--- config.mk ---
export PLATFORM = sky130hd
export DESIGN_NAME = fifo_sync_flat
export DESIGN_NICKNAME = d
export VERILOG_FILES = /design/src/rtl/fifo_pkg.sv /design/src/rtl/fifo_if.sv /design/src/rtl/fifo_ram.sv /design/src/rtl/fifo_sync.sv /design/src/flat_wrapper.sv
export SDC_FILE = /design/constraint.sdc
export NUM_CORES = 1
export LEC_CHECK = 0
export BUFFER_PORTS_ARGS = -buffer_cell sky130_fd_sc_hd__buf_2
export CELL_PAD_IN_SITES_DETAIL_PLACEMENT = 1
export CELL_PAD_IN_SITES_GLOBAL_PLACEMENT = 1
export CORE_MARGIN = 2
export CORE_UTILIZATION = 58
export CTS_BUF_LIST = sky130_fd_sc_hd__clkbuf_2 sky130_fd_sc_hd__clkbuf_4 sky130_fd_sc_hd__clkbuf_8
export CTS_CLUSTER_DIAMETER = 200
export CTS_CLUSTER_SIZE = 30
export DETAILED_ROUTE_END_ITERATION = 8
export GPL_TIMING_DRIVEN = 0
export PLACE_DENSITY_LB_ADDON = 0.1
export SLEW_MARGIN = 10
export SYNTH_ARGS = -nofsm -noshare
export SYNTH_HDL_FRONTEND = slang
export SYNTH_SLANG_ARGS = --single-unit
--- constraint.sdc ---
create_clock -name clock -period 8.85 [get_ports clock]
set_input_delay 0.4425 -clock clock [delete_from_list [all_inputs] [get_ports clock]]
set_output_delay 0.4425 -clock clock [all_outputs]
set_load 0.01 [all_outputs]
--- src/rtl/fifo_pkg.sv ---
// Shared defaults for the synchronous FIFO: data width, depth and read-mode encodings.
package fifo_pkg;
    localparam int DEFAULT_DATA_WIDTH = 32;
    localparam int DEFAULT_DEPTH_BITS = 3;

    // Read-mode selector values for the FWFT parameter
    localparam int FWFT_OFF = 0;
    localparam int FWFT_ON  = 1;

    function automatic int fifo_depth(input int depth_bits);
        return 1 << depth_bits;
    endfunction
endpackage

--- src/rtl/fifo_if.sv ---
// Push/pop handshake, read data and status bundle between a FIFO user and fifo_sync.
interface fifo_if #(
    parameter int DATA_WIDTH = fifo_pkg::DEFAULT_DATA_WIDTH,
    parameter int DEPTH_BITS = fifo_pkg::DEFAULT_DEPTH_BITS
) ();
    logic [DATA_WIDTH-1:0] data;
    logic                  write_enable;
    logic                  read_enable;
    logic [DATA_WIDTH-1:0] q;
    logic                  fifo_full;
    logic                  fifo_empty;
    logic                  almost_full;
    logic                  almost_empty;
    logic [DEPTH_BITS:0]   count;
    logic                  overflow;
    logic                  underflow;

    modport master (
        output data, write_enable, read_enable,
        input  q, fifo_full, fifo_empty, almost_full, almost_empty, count, overflow, underflow
    );

    modport slave (
        input  data, write_enable, read_enable,
        output q, fifo_full, fifo_empty, almost_full, almost_empty, count, overflow, underflow
    );
endinterface

--- src/rtl/fifo_ram.sv ---
// FIFO storage: one synchronous write port and one asynchronous read port; contents never cleared.
module fifo_ram #(
    parameter int DATA_WIDTH = fifo_pkg::DEFAULT_DATA_WIDTH,
    parameter int ADDR_BITS  = fifo_pkg::DEFAULT_DEPTH_BITS
) (
    input  logic                  clock,
    input  logic                  write_enable,
    input  logic [ADDR_BITS-1:0]  write_address,
    input  logic [DATA_WIDTH-1:0] write_data,
    input  logic [ADDR_BITS-1:0]  read_address,
    output logic [DATA_WIDTH-1:0] read_data
);
    logic [DATA_WIDTH-1:0] mem [0:(1<<ADDR_BITS)-1];

    always_ff @(posedge clock) begin
        if (write_enable) begin
            mem[write_address] <= write_data;
        end
    end

    // Combinational read lets a same-edge read see the entry being overwritten when full.
    assign read_data = mem[read_address];
endmodule

--- src/rtl/fifo_sync.sv ---
// Single-clock FIFO control: pointers, occupancy, status flags and registered or FWFT read data.
module fifo_sync
    import fifo_pkg::*;
#(
    parameter int DATA_WIDTH         = DEFAULT_DATA_WIDTH,
    parameter int DEPTH_BITS         = DEFAULT_DEPTH_BITS,
    parameter int ALMOST_FULL_LEVEL  = fifo_depth(DEPTH_BITS) - 1,
    parameter int ALMOST_EMPTY_LEVEL = 1,
    parameter int FWFT               = FWFT_OFF
) (
    input  logic  clock,
    input  logic  reset,
    fifo_if.slave bus
);
    localparam int CNT_W = DEPTH_BITS + 1;
    localparam logic [CNT_W-1:0] DEPTH_CNT = CNT_W'(fifo_depth(DEPTH_BITS));
    localparam logic [CNT_W-1:0] AF_LEVEL  = CNT_W'(ALMOST_FULL_LEVEL);
    localparam logic [CNT_W-1:0] AE_LEVEL  = CNT_W'(ALMOST_EMPTY_LEVEL);

    logic [DEPTH_BITS-1:0] write_pointer_reg, write_pointer_next;
    logic [DEPTH_BITS-1:0] read_pointer_reg, read_pointer_next;
    logic [CNT_W-1:0]      count_reg, count_next;
    logic                  overflow_reg, overflow_next;
    logic                  underflow_reg, underflow_next;
    logic                  full, empty, wr_ok, rd_ok;
    logic [DATA_WIDTH-1:0] head_data;

    // Flags decode only registered count, never the current enables.
    assign full  = (count_reg == DEPTH_CNT);
    assign empty = (count_reg == '0);
    assign rd_ok = bus.read_enable & ~empty;
    assign wr_ok = bus.write_enable & (~full | rd_ok);

    always_comb begin
        write_pointer_next = write_pointer_reg;
        read_pointer_next  = read_pointer_reg;
        count_next         = count_reg;
        overflow_next      = overflow_reg | (bus.write_enable & ~wr_ok);
        underflow_next     = underflow_reg | (bus.read_enable & ~rd_ok);
        if (wr_ok) write_pointer_next = write_pointer_reg + 1'b1;
        if (rd_ok) read_pointer_next  = read_pointer_reg + 1'b1;
        case ({wr_ok, rd_ok})
            2'b10:   count_next = count_reg + 1'b1;
            2'b01:   count_next = count_reg - 1'b1;
            default: count_next = count_reg;
        endcase
    end

    always_ff @(posedge clock) begin
        if (reset) begin
            write_pointer_reg <= '0;
            read_pointer_reg  <= '0;
            count_reg         <= '0;
            overflow_reg      <= 1'b0;
            underflow_reg     <= 1'b0;
        end else begin
            write_pointer_reg <= write_pointer_next;
            read_pointer_reg  <= read_pointer_next;
            count_reg         <= count_next;
            overflow_reg      <= overflow_next;
            underflow_reg     <= underflow_next;
        end
    end

    fifo_ram #(
        .DATA_WIDTH (DATA_WIDTH),
        .ADDR_BITS  (DEPTH_BITS)
    ) u_ram (
        .clock         (clock),
        .write_enable  (wr_ok & ~reset),
        .write_address (write_pointer_reg),
        .write_data    (bus.data),
        .read_address  (read_pointer_reg),
        .read_data     (head_data)
    );

    generate
        if (FWFT == FWFT_OFF) begin : g_registered_read
            logic [DATA_WIDTH-1:0] q_reg;
            always_ff @(posedge clock) begin
                if (reset) begin
                    q_reg <= '0;
                end else if (rd_ok) begin
                    q_reg <= head_data;
                end
            end
            assign bus.q = q_reg;
        end else begin : g_fwft_read
            assign bus.q = head_data;
        end
    endgenerate

    assign bus.fifo_full    = full;
    assign bus.fifo_empty   = empty;
    assign bus.almost_full  = (count_reg >= AF_LEVEL);
    assign bus.almost_empty = (count_reg <= AE_LEVEL);
    assign bus.count        = count_reg;
    assign bus.overflow     = overflow_reg;
    assign bus.underflow    = underflow_reg;
endmodule

--- src/flat_wrapper.sv ---
// flat-port wrapper written by rule: the top's interface ports become plain ports
module fifo_sync_flat import fifo_pkg::*;
#(
    parameter int DATA_WIDTH         = DEFAULT_DATA_WIDTH,
    parameter int DEPTH_BITS         = DEFAULT_DEPTH_BITS,
    parameter int ALMOST_FULL_LEVEL  = fifo_depth(DEPTH_BITS) - 1,
    parameter int ALMOST_EMPTY_LEVEL = 1,
    parameter int FWFT               = FWFT_OFF
)
  (clock, reset, bus_data, bus_write_enable, bus_read_enable, bus_q, bus_fifo_full, bus_fifo_empty, bus_almost_full, bus_almost_empty, bus_count, bus_overflow, bus_underflow);
  fifo_if #(.DATA_WIDTH(DATA_WIDTH), .DEPTH_BITS(DEPTH_BITS)) bus_i ();
  input  logic clock;
  input  logic reset;
  input wire logic [$bits(bus_i.data)-1:0] bus_data;
  input wire logic [$bits(bus_i.write_enable)-1:0] bus_write_enable;
  input wire logic [$bits(bus_i.read_enable)-1:0] bus_read_enable;
  output wire logic [$bits(bus_i.q)-1:0] bus_q;
  output wire logic [$bits(bus_i.fifo_full)-1:0] bus_fifo_full;
  output wire logic [$bits(bus_i.fifo_empty)-1:0] bus_fifo_empty;
  output wire logic [$bits(bus_i.almost_full)-1:0] bus_almost_full;
  output wire logic [$bits(bus_i.almost_empty)-1:0] bus_almost_empty;
  output wire logic [$bits(bus_i.count)-1:0] bus_count;
  output wire logic [$bits(bus_i.overflow)-1:0] bus_overflow;
  output wire logic [$bits(bus_i.underflow)-1:0] bus_underflow;
  assign bus_i.data = bus_data;
  assign bus_i.write_enable = bus_write_enable;
  assign bus_i.read_enable = bus_read_enable;
  assign bus_q = bus_i.q;
  assign bus_fifo_full = bus_i.fifo_full;
  assign bus_fifo_empty = bus_i.fifo_empty;
  assign bus_almost_full = bus_i.almost_full;
  assign bus_almost_empty = bus_i.almost_empty;
  assign bus_count = bus_i.count;
  assign bus_overflow = bus_i.overflow;
  assign bus_underflow = bus_i.underflow;
  fifo_sync #(.DATA_WIDTH(DATA_WIDTH), .DEPTH_BITS(DEPTH_BITS), .ALMOST_FULL_LEVEL(ALMOST_FULL_LEVEL), .ALMOST_EMPTY_LEVEL(ALMOST_EMPTY_LEVEL), .FWFT(FWFT)) u_core (.clock(clock), .reset(reset), .bus(bus_i));
endmodule
# Word-level counts from Yosys, hierarchy flattened
# Memory sizes are Yosys's and may differ from the RTL's. A register that Yosys moved wholly into a read port is not among the register bits.
# Cells that the tools add are included.
# totals
regBits	12
mem_count	1
out_inout_bits	42
ram_bits	256
# mem_list
memory	depth	width	rd	rd_clocked_by_memory_dff	write_ports	line	text
u_core.u_ram.mem	8	32	1	1	1	fifo_ram.sv:13	logic [DATA_WIDTH-1:0] mem [0:(1<<ADDR_BITS)-1];
# classes
reduce_logical	2
n_eq_ne	3
n_mux	3
bitwise	13
order_cmp	2
addsub	4
# op_table
operator	count
$pmux W4 S2	1
$add A3 B1 Y3 const B	2
$and A1 B1 Y1	5
$not A1 Y1	5
$add A4 B1 Y4 const B	1
$eq A4 B4 Y1 const B	1
$ge A4 B3 Y1 const B	1
$le A4 B1 Y1 const B	1
$logic_not A4 Y1	1
$sub A4 B1 Y4 const B	1
$or A1 B1 Y1	3
$eq A2 B1 Y1 const B	1
$eq A2 B2 Y1 const B	1
$mux W1	2
$reduce_bool A2 Y1	1

# Depth between registers and ports, before layout
# Gate-level depths: netlist of the first run.
# logic_depth
ltp_word	8
ltp_mapped	11

# By module
# Synthesis of the first run repeated with hierarchy kept, for this count alone.
# hier_totals
hier_cells	602
area_unflattened_um2	11716.2
# by_module_without_submodules
module	cells_each	n_inst	area_each_um2	seq_area_each_um2
fifo_ram	383	1	9825.7	7687.4
fifo_sync	219	1	1890.6	880.8

# Least setup slack after synthesis of the first run
# No wires, ideal clock.
# synth_timing
path_type	reg2reg
startpoint	reg u_core.count_reg[0] (netlist: u_core.bus.count[0])
endpoint	mem u_core.u_ram.mem[0][0] in the netlist's numbering, enable pin
setup_ns	0.513
arrival_ns	4.425
slack_ns	3.912
period_less_slack_ns	4.938
n_path_buf	0
path_stages_with_launch	6
required_ns	8.337
path_cell_list	dfxtp_1 inv_1 ha_1 nand3b_1 o21ai_2 nor4b_1
# synth_between
elab_chain_cells	8
elab_cells_between_ends	10
cone_classes	eq/ne: 1; mux: 2; bitwise: 6; reduce/logical: 1
# synth_rtl
element	line	text
from (decl)	fifo_sync.sv:22	logic [CNT_W-1:0] count_reg, count_next;
from (signal assigned)	fifo_sync.sv:59	count_reg <= count_next;
$logic_not A4 Y1	fifo_sync.sv:30	assign empty = (count_reg == '0);
$not A1 Y1	fifo_sync.sv:31	assign rd_ok = bus.read_enable & ~empty;
$and A1 B1 Y1	fifo_sync.sv:31	
$or A1 B1 Y1 (*)	fifo_sync.sv:32	assign wr_ok = bus.write_enable & (~full | rd_ok);
$and A1 B1 Y1 (*)	fifo_sync.sv:32	
$and A1 B1 Y1 (*)	fifo_sync.sv:70	.write_enable (wr_ok & ~reset),
$mux W1 (*)	fifo_ram.sv:16	if (write_enable) begin
$mux W1 (implied by the code) (*)	fifo_ram.sv:17	mem[write_address] <= write_data;
to (decl)	fifo_ram.sv:13	
# Every way passes the cells marked *; elsewhere a longest branch is shown, timed or not.

# Final worst setup path of the first run
# layout_timing
startpoint	reg u_core.count_reg[0] (netlist: u_core.bus.count[0])
endpoint	mem u_core.u_ram.mem[4][13] in the netlist's numbering, enable pin
# The elaborated chain is that of the path after synthesis.

==> out/qor.yml, run 1 <==
global_route:
  first_global_vias: 7135
  grt_util_all_layers_pct: 26.2
  grt_pass1_wl_um: 42200
  grt_max_degree: 32
  antenna_found_initial: 1
  overflow: 0
setup_path:
  cp_data_required_time_ns: 9.12
  worstReg2RegStart: "u_core.bus.count[0]"
  critPathKind: "reg2reg"
  end_kind: "flop"
  r2r_slack_ns: 6.02
  cp_max_fo: 7
  r2r_cells: 9
  r2r_end: "u_core.u_ram.mem[4][13]"
  arrival_ns: 3.10
  start_kind: "flop"
synthesis:
  synth_compound_area_share_pct: 6.06
  synthCells: 700
  synthMuxAreaShare_pct: 11.0
  syn_area_um2: 11800
  ys_ff_latch: 300
  seq_area_frac_synth_pct: 72.7
  synth.avg_cell_area_um2: 16.8
  yosys.area_share.simple_pct: 5.82
  synth_cell_types: 40
  yosysTopAreaCellShare_pct: 65.2
  synth-adder-area-share_pct: 0.637
  ys_warn_count: 0
  postSynthNetCount: 742
  synthTopCellsByArea: "edfxtp_1, mux2i_1, dfxtp_1"
  synth.largest_area_cell: "edfxtp_1"
  synth_xor_area_share_pct: 0.520
  synth_top_family_by_area: "multiplexers"
final_layout:
  largest_reg_flops: 256
  final_core_util_pct: 64.8
  nFillCells: 1807
  nets: 859
  final-instance-count-excl-fill: 1094
  syn2layout_area_growth_pct: 10.6
  drive_above_1_share_pct: 26.5
floorplanning:
  ios: 78
  dieArea_um2: 21500
  die_x_um: 147
  rows: 52
  core_area_um2: 20100
  die_h_um: 147
  initial_core_util_pct: 58.6
clock_network:
  tritoncts: "built"
  post_cts_buffers: 0
  clockBufferDepth: 3
  cts_sinks: 300
  ctsHoldBuffers: 0
  cts-htree-levels: 1
  numCtsBuffers: 13
  clkSlewWorstSetupHoldPaths_ns: 0.17
  clock_latency_ns: 0.55
  cts-resized-gates: 0
  cts_root_buf: "clkbuf_8"
timing:
  hold_viol_final: 0
  rsz0062_at_grt: "false"
  setup_violations: 0
  fin_crit_sh_pct: 32.0
  slew_viol_final: 0
  tightest_slew_ns: 1.04
  holdWs_ns: 0.146
  slew-limit-headroom_pct: 30.5
  fmax_ghz: 0.353
  period_needed_ns: 2.83
  fin_worst_skew_ns: 0.0132
  finalSetupTns_ns: 0
drt:
  first_pass_iters: 5
  drtIter0Drc: 402
  vias: 6529
  vias_per_cell: 5.97
  drcViolationCount: 0
  wirelength_um: 27700
  wl_per_cell_um: 25.3
  ant_nets: 0
min_path:
  whs_path_depth: 1
  holdCritStartpoint: "bus_data[25]"
  hold_end: "u_core.u_ram.mem[4][25]"
  hold_path_class: "in2reg"
power:
  powerDensity_nw_per_um2: 250
  leakage_nw: 4.39
  vdd_drop_max_v: 0.000202
placement:
  hpwl_um: 18700
  port_buffers: 76
  dp_cells: 1072
  place_congestion: 0.735
flow_run:
  max-cap-violations: 0
run_status:
  outcome: "completed"
==> placed cells by master, fill, tap and decap left out, types with 2 or more instances in the layout <==
master	n
edfxtp_1	256
buf_12	3
buf_2	88
buf_8	6
nor2_4	3
a22oi_1	64
clkbuf_1	10
buf_6	15
xor2_1	5
nand2_1	4
inv_1	5
ha_1	6
mux2i_1	130
o211ai_1	2
clkbuf_4	8
xnor2_1	2
nand3b_1	2
a21oi_1	35
nor3_2	35
clkbuf_8	15
dfxtp_1	44
buf_4	19
nor2b_1	2
nor2_2	18
nor2_1	28
==> cell usage after synthesis (all sizes together) <==
library cell / count
xor2: 5
and2: 1
or3b: 1
nor2: 49
a21o: 1
nand3: 1
nor4b: 1
nor3: 36
buf: 29
nand2: 5
nor2b: 2
nor4: 1
or4b: 1
a21oi: 36
mux2i: 130
ha: 6
nand4b: 1
inv: 6
dfxtp: 44
a22oi: 64
o211ai: 2
or3: 1
clkbuf: 13
xnor2: 2
a211oi: 1
edfxtp: 256
o21ai: 2
a31oi: 1
nand3b: 2
==> power breakdown <==
part | internal, mW | leakage [nW] | switching, mW
clock network | 0.170 | 0.126 | 0.384
registers | 1.62 | 2.67 | 0.0545
logic | 0.432 | 1.59 | 0.600
total | 2.22 | 4.39 | 1.04
==> worst max path at each step <==
| stage | to | depth (start not counted) | slack (ns) | startpoint |
|---|---|---|---|---|
| after floorplan | u_core.u_ram.mem[0][0] | 5 | 3.91 | u_core.bus.count[0] |
| after CTS | u_core.u_ram.mem[4][13] | 9 | 6.01 | u_core.bus.count[0] |
| after global routing | u_core.u_ram.mem[4][13] | 9 | 5.84 | u_core.bus.count[0] |
| after global placement | u_core.u_ram.mem[4][13] | 5 | 0.67 | u_core.bus.count[0] |
| final | u_core.u_ram.mem[4][13] | 9 | 6.02 | u_core.bus.count[0] |
| after detailed placement | u_core.u_ram.mem[4][13] | 9 | 6.02 | u_core.bus.count[0] |
==> routing by layer <==
layer | routed length (um) | part of all wire, % | track usage (%)
met1 | 11600 | 42 | 34.3
met2 | 14300 | 51 | 46.9
met3 | 1180 | 4.2 | 2.84
met4 | 705 | 2.5 | 7.48
met5 | 0 | 0 | 0
==> cell type report <==
class                           instances  area, um2  area share [%]
Inverter                                6       25.0           0.192
Buffer                                 42        352            2.70
Sequential cell                       300       8570            65.7
Antenna cell                            1       2.50          0.0192
Timing Repair Buffer                  102        623            4.78
Multi-Input combinational cell        352       2890            22.2
Clock inverter                          1       7.51          0.0576
Tap cell                              270        338            2.59
Clock buffer                           20        231            1.78
==> logic make-up (layout without fill, tap and decap cells) <==
family                   after synthesis  count (layout)
adder cells (fa/ha/maj)                6               6
buffers and inverters                 48             171
XOR/XNOR                               7               7
other                                  0               1
AND/OR/NAND/NOR                      102             102
multiplexers                         130             130
flip-flops                           300             300
AO/OA/AOI/OAI                        107             107
==> per-stage QoR <==
stage          total power, mW  instance area [um2]  setup slack, ns
2_1_floorplan             2.42                11800             3.91
3_3_place_gp              2.69                12500            0.673
3_5_place_dp              2.74                12800             6.02
4_1_cts                   3.28                13000             6.01
5_1_grt                   3.40                13000             5.84
6_report                  3.26                13000             6.02
==> worst max-delay path: stages, from the launching register on <==
cell	delay, ns
dfxtp_1	0.50
inv_1	0.08
ha_1	0.25
nand3b_1	0.21
o211ai_1	0.32
nor4_2	0.31
buf_4	0.24
buf_2	0.26
buf_4	0.19
buf_2	0.19
No activity file was read; power rests on OpenSTA's default activity.
==> inputs of run 2 (changes only) <==
--- a/config.mk
+++ b/config.mk
@@ -9,7 +9,7 @@
 export CELL_PAD_IN_SITES_DETAIL_PLACEMENT = 1
 export CELL_PAD_IN_SITES_GLOBAL_PLACEMENT = 1
 export CORE_MARGIN = 2
-export CORE_UTILIZATION = 58
+export CORE_UTILIZATION = 48
 export CTS_BUF_LIST = sky130_fd_sc_hd__clkbuf_2 sky130_fd_sc_hd__clkbuf_4 sky130_fd_sc_hd__clkbuf_8
 export CTS_CLUSTER_DIAMETER = 200
 export CTS_CLUSTER_SIZE = 30
==> constraint.sdc (replaced) <==
create_clock -name clock -period 2.3 [get_ports clock]
set_input_delay 0.115 -clock clock [delete_from_list [all_inputs] [get_ports clock]]
set_output_delay 0.115 -clock clock [all_outputs]
set_load 0.01 [all_outputs]
==> run 2 against run 1 <==
  * Critical path depth grew 1
  * Core utilization shrank 7.6 points
  * Clock-buffer cell count grew 1
  * Die area grew 20%
  * Non-clock buffer count grew 51
  * Worst setup slack lost 5.9 ns
  * Total power grew to 4.0 times the previous value
  * Register-to-register slack lost 5.9 ns
  * Cell area grew 6.1%
  * Sequential power grew to 3.8 times the previous value
  * Global-route usage shrank 3.8 points
  * Fmax grew 28%
  * Largest power group unchanged
==> out/qor.yml, run 2 (same netlist as run 1, synthesis figures left out) <==
floorplanning:
  initial_core_util_pct: 48.7
  die_h_um: 161
  rows: 57
  ios: 78
  dieArea_um2: 25800
  die_x_um: 161
  core_area_um2: 24200
drt:
  wl_per_cell_um: 23.9
  wirelength_um: 28600
  drtIter0Drc: 397
  ant_nets: 0
  vias_per_cell: 5.55
  vias: 6650
  drcViolationCount: 0
  first_pass_iters: 4
timing:
  setup_violations: 0
  fin_worst_skew_ns: 0.0173
  fmax_ghz: 0.453
  slew_viol_final: 0
  hold_viol_final: 0
  period_needed_ns: 2.21
  holdWs_ns: 0.171
  tightest_slew_ns: 0.995
  finalSetupTns_ns: 0
  slew-limit-headroom_pct: 33.7
  fin_crit_sh_pct: 96.0
flow_run:
  max-cap-violations: 0
final_layout:
  nets: 910
  syn2layout_area_growth_pct: 17.4
  diodes: 0
  layout_common_cells: "edfxtp_1, mux2i_1, buf_2"
  largest_reg_flops: 256
  final_common_cell: "edfxtp_1"
  drive_above_1_share_pct: 27.8
global_route:
  overflow: 0
  grt_util_all_layers_pct: 22.5
  grt_max_degree: 32
  grt_pass1_wl_um: 43600
  first_global_vias: 7268
  antenna_found_initial: 0
setup_path:
  start_kind: "flop"
  cp_slowest_cell: "or3b_4"
  worstReg2RegStart: "u_core.bus.count[1]"
  cp_max_fo: 6
  r2r_slack_ns: 0.09
  path_common_cell: "ha_4"
  critPathCapture: "u_core.bus.count[2]"
  end_kind: "flop"
  cp_data_required_time_ns: 2.76
  cp_slowest_stage_delay_ns: 0.44
  arrival_ns: 2.66
  setup.worst_path.start: "u_core.bus.count[1]"
  r2r_cells: 10
  path_cells: "inv_4, ha_4, or3b_4, nand2_8, inv_8, ha_4, buf_6, mux2i_1, or3_1, a21oi_1"
  r2r_end: "u_core.bus.count[2]"
  critPathKind: "reg2reg"
power:
  report.power.total_mw: 12.9
  leakage_nw: 4.66
  powerDensity_nw_per_um2: 933
  vdd_drop_max_v: 0.000558
clock_network:
  tritoncts: "built"
  numCtsBuffers: 13
  cts-htree-levels: 1
  cts_root_buf: "clkbuf_8"
  clkSlewWorstSetupHoldPaths_ns: 0.17
  clockBufferDepth: 3
  clock_latency_ns: 0.54
  cts_sinks: 300
run_status:
  outcome: "completed"
placement:
  port_buffers: 76
  place_congestion: 0.730
  hpwl_um: 18600
min_path:
  hold_path_class: "in2reg"
[run 2: cell count changes in the layout (fill, tap and decap cells not counted), sizes merged]
| cell | delta |
|---|---|
| buf | +17 |
| clkbuf | +1 |
| clkinvlp | -1 |
| diode | -1 |
| dlygate4sd3 | +34 |
[run 2: what timing repair did]
item / in CTS / in global routing
resized for setup: 13 / 3
buffers inserted: 21 / 9
hold buffers: 34 / 0
endpoints found under the setup margin: 136 / 25
pin swaps: 13 / 6
hold endpoints to repair: 261 / 0
[run 2: where the power goes]
part | switching [mW] | total [mW] | internal, mW | leakage (nW)
sequential | 0.213 | 6.46 | 6.25 | 2.68
clock | 1.48 | 2.14 | 0.669 | 0.130
combinational | 2.40 | 4.29 | 1.89 | 1.86
total | 4.09 | 12.9 | 8.81 | 4.66
[run 2: how the worst min path moves through the flow]
stage | start | to | slack, ns | cells past startpoint
4_1_cts | bus_read_enable | u_core.bus.underflow | 0.13 | 3
2_1_floorplan | bus_data[0] | u_core.u_ram.mem[0][0] | 0.21 | 0
5_1_grt | bus_read_enable | u_core.bus.underflow | 0.17 | 3
6_report | bus_read_enable | u_core.bus.overflow | 0.17 | 4
3_3_place_gp | bus_data[1] | u_core.u_ram.mem[4][1] | 0.37 | 1
3_5_place_dp | bus_data[16] | u_core.u_ram.mem[4][16] | 0.39 | 1
[run 2: cell type report]
class                   instances  area [um2]
repair buffers                154        1260
multi-input cells             352        2980
well taps                     324         405
inverters                       6        32.5
flip-flops and latches        300        8580
clock buffers                  21         239
plain buffers                  41         340
fillers                      2273       10300
[run 2: worst max-delay path, delay by kind of cell, from the launching register on]
| kind | cells | cell delay (ns) |
|---|---|---|
| buf+inv | 3 | 0.23 |
| flops | 1 | 0.39 |
| simple gates | 3 | 0.90 |
| mux | 1 | 0.13 |
| fa+ha+maj | 2 | 0.30 |
| compound gates | 1 | 0.18 |
[run 2: layer usage]
layer | vias up | global-route usage [%] | part of all wire (%)
met5 | - | 0 | 0
met3 | 28 | 2.76 | 4.3
met1 | 3443 | 30.2 | 44
met2 | 155 | 40.2 | 51
li1 | 3024 | - | -
met4 | 0 | 3.40 | 1.3
[run 2: through the flow]
step / setup slack, ns / cell area [um2] / util (%) / std cells
2_1_floorplan: -0.293 / 11900 / - / 700
3_3_place_gp: -1.37 / 12700 / 52.4 / 1100
3_5_place_dp: -0.495 / 13000 / 53.6 / 1116
4_1_cts: -0.0260 / 13800 / 57.0 / 1191
5_1_grt: -0.000850 / 13800 / 57.2 / 1198
6_report: 0.0914 / 13800 / 57.2 / 1198
==> inputs of run 3 (changes only) <==
--- a/config.mk
+++ b/config.mk
@@ -16,6 +16,7 @@
 export DETAILED_ROUTE_END_ITERATION = 8
 export GPL_TIMING_DRIVEN = 0
 export PLACE_DENSITY_LB_ADDON = 0.1
+export RECOVER_POWER = 50
 export SLEW_MARGIN = 10
 export SYNTH_ARGS = -nofsm -noshare
 export SYNTH_HDL_FRONTEND = slang
==> run 3 against run 2 <==
  * Worst setup slack got worse by 0.0042 ns
  * Clock-buffer cell count unchanged
  * Global-route usage stayed put
  * Sequential power about the same
  * Cell area shrank 0.63%
  * Non-clock buffer count unchanged
  * Register-to-register slack about the same
  * Final cell count did not move
  * Via count up 0.83%
  * Combinational power is 2% lower
  * Fmax decreased by 0.19%
  * Clock power is essentially flat
  * Critical path type unchanged
==> out/qor.yml, run 3 (same netlist as run 1, synthesis figures left out) <==
timing:
  finalSetupTns_ns: 0
  fin_worst_skew_ns: 0.0195
  setup_slack_ns: 0.0872
  hold_viol_final: 0
  holdWs_ns: 0.173
  fin_crit_sh_pct: 96.2
  slew-limit-headroom_pct: 33.5
  tightest_slew_ns: 0.998
  setup_violations: 0
  slew_viol_final: 0
  fmax_ghz: 0.452
  period_needed_ns: 2.21
floorplanning:
  ios: 78
  dieArea_um2: 25800
  rows: 57
  die_x_um: 161
  core_area_um2: 24200
  initial_core_util_pct: 48.7
  die_h_um: 161
final_layout:
  final_common_cell: "edfxtp_1"
  layout_common_cells: "edfxtp_1, mux2i_1, clkbuf_1"
  drive_above_1_share_pct: 20.0
  nFillCells: 2285
  nets: 910
  largest_reg_flops: 256
  diodes: 0
  final-instance-count-excl-fill: 1198
  syn2layout_area_growth_pct: 16.6
  final_core_util_pct: 56.8
clock_network:
  cts_root_buf: "clkbuf_8"
  clkSlewWorstSetupHoldPaths_ns: 0.17
  clockBufferDepth: 3
  cts-htree-levels: 1
  tritoncts: "built"
  numCtsBuffers: 13
  cts_sinks: 300
  clock_latency_ns: 0.53
power:
  p_sw_mw: 4.10
  leakage_nw: 4.43
  powerDensity_nw_per_um2: 934
  vdd_drop_max_v: 0.000557
  clock_power_share_pct: 16.7
  seqPwrFrac_pct: 50.4
  p_comb_share_pct: 32.9
  power.internal_mw: 8.73
  sw_frac_of_total_pct: 32.0
drt:
  drtIter0Drc: 419
  wirelength_um: 28600
  vias_per_cell: 5.60
  drcViolationCount: 0
  wl_per_cell_um: 23.9
  vias: 6705
  first_pass_iters: 5
  ant_nets: 0
setup_path:
  cp_max_fo: 6
  end_kind: "flop"
  critPathKind: "reg2reg"
  arrival_ns: 2.67
  start_kind: "flop"
  cp_data_required_time_ns: 2.76
run_status:
  outcome: "completed"
global_route:
  overflow: 0
  grt_max_degree: 32
  grt_busiest_layer: "met2"
  grt_util_all_layers_pct: 22.5
  grt_use_met2_pct: 40.2
  grt.met1_usage_pct: 30.2
  grtUsageMet3_pct: 2.76
  first_global_vias: 7268
  antenna_found_initial: 0
  grt_pass1_wl_um: 43600
flow_run:
  max-cap-violations: 0
placement:
  port_buffers: 76
  place_congestion: 0.730
  pre_cts_slack_ns: -0.495
  hpwl_um: 18600
  dp_cells: 1116
min_path:
  hold_path_class: "in2reg"
-- run 3: area by class of cell --
class	count	area, um2	area share (%)
multi-input cells	352	2980	21.7
inverters	6	32.5	0.237
well taps	324	405	2.95
clock buffers	21	239	1.74
flip-flops and latches	300	8580	62.4
repair buffers	154	1170	8.51
plain buffers	41	340	2.48
-- run 3: what timing repair did --
item                                    in CTS  in global routing
endpoints found under the hold margin      261                  0
buffers inserted                            21                  9
pin swaps                                   13                  6
endpoints found under the setup margin     136                 25
hold buffers                                34                  0
resized for setup                           13                  3
-- run 3: per-layer routing --
metal / up-vias / wire [um]
met2: 172 / 14500
met3: 28 / 1440
met1: 3479 / 12300
li1: 3026 / -
met5: - / 0
met4: 0 / 374
-- run 3: through the flow --
| stage | power (mW) | cell area (um2) |
|---|---|---|
| CTS | 12.9 | 13800 |
| detailed placement | 10.6 | 13000 |
| finish | 12.8 | 13700 |
| floorplan | 9.34 | 11900 |
| global route | 13.4 | 13700 |
| global placement | 10.4 | 12700 |
-- run 3: power groups by stage --
stage / registers (mW) / logic [mW] / clock network, mW
floorplan: 6.67 / 2.67 / 0
global placement: 6.57 / 3.86 / 0
detailed placement: 6.59 / 4.02 / 0
CTS: 6.45 / 4.27 / 2.20
global route: 6.50 / 4.53 / 2.36
finish: 6.47 / 4.22 / 2.15
-- run 3: worst max-delay path, stage by stage (launching register included) --
cell,delay [ns]
dfxtp_4,0.39
inv_4,0.06
ha_4,0.14
or3b_4,0.44
nand2_8,0.13
inv_8,0.05
ha_4,0.16
buf_6,0.12
mux2i_1,0.13
or3_1,0.33
a21oi_1,0.18
-- run 3: final timing paths --
| check | start | endpoint | slack [ns] | cells past startpoint |
|---|---|---|---|---|
| max | u_core.bus.count[1] | u_core.bus.count[2] | 0.09 | 10 |
| min | bus_read_enable | u_core.bus.overflow | 0.17 | 4 |
| max reg2reg | u_core.bus.count[1] | u_core.bus.count[2] | 0.09 | 10 |
| min reg2reg | u_core.bus.overflow | u_core.bus.overflow | 0.51 | 2 |
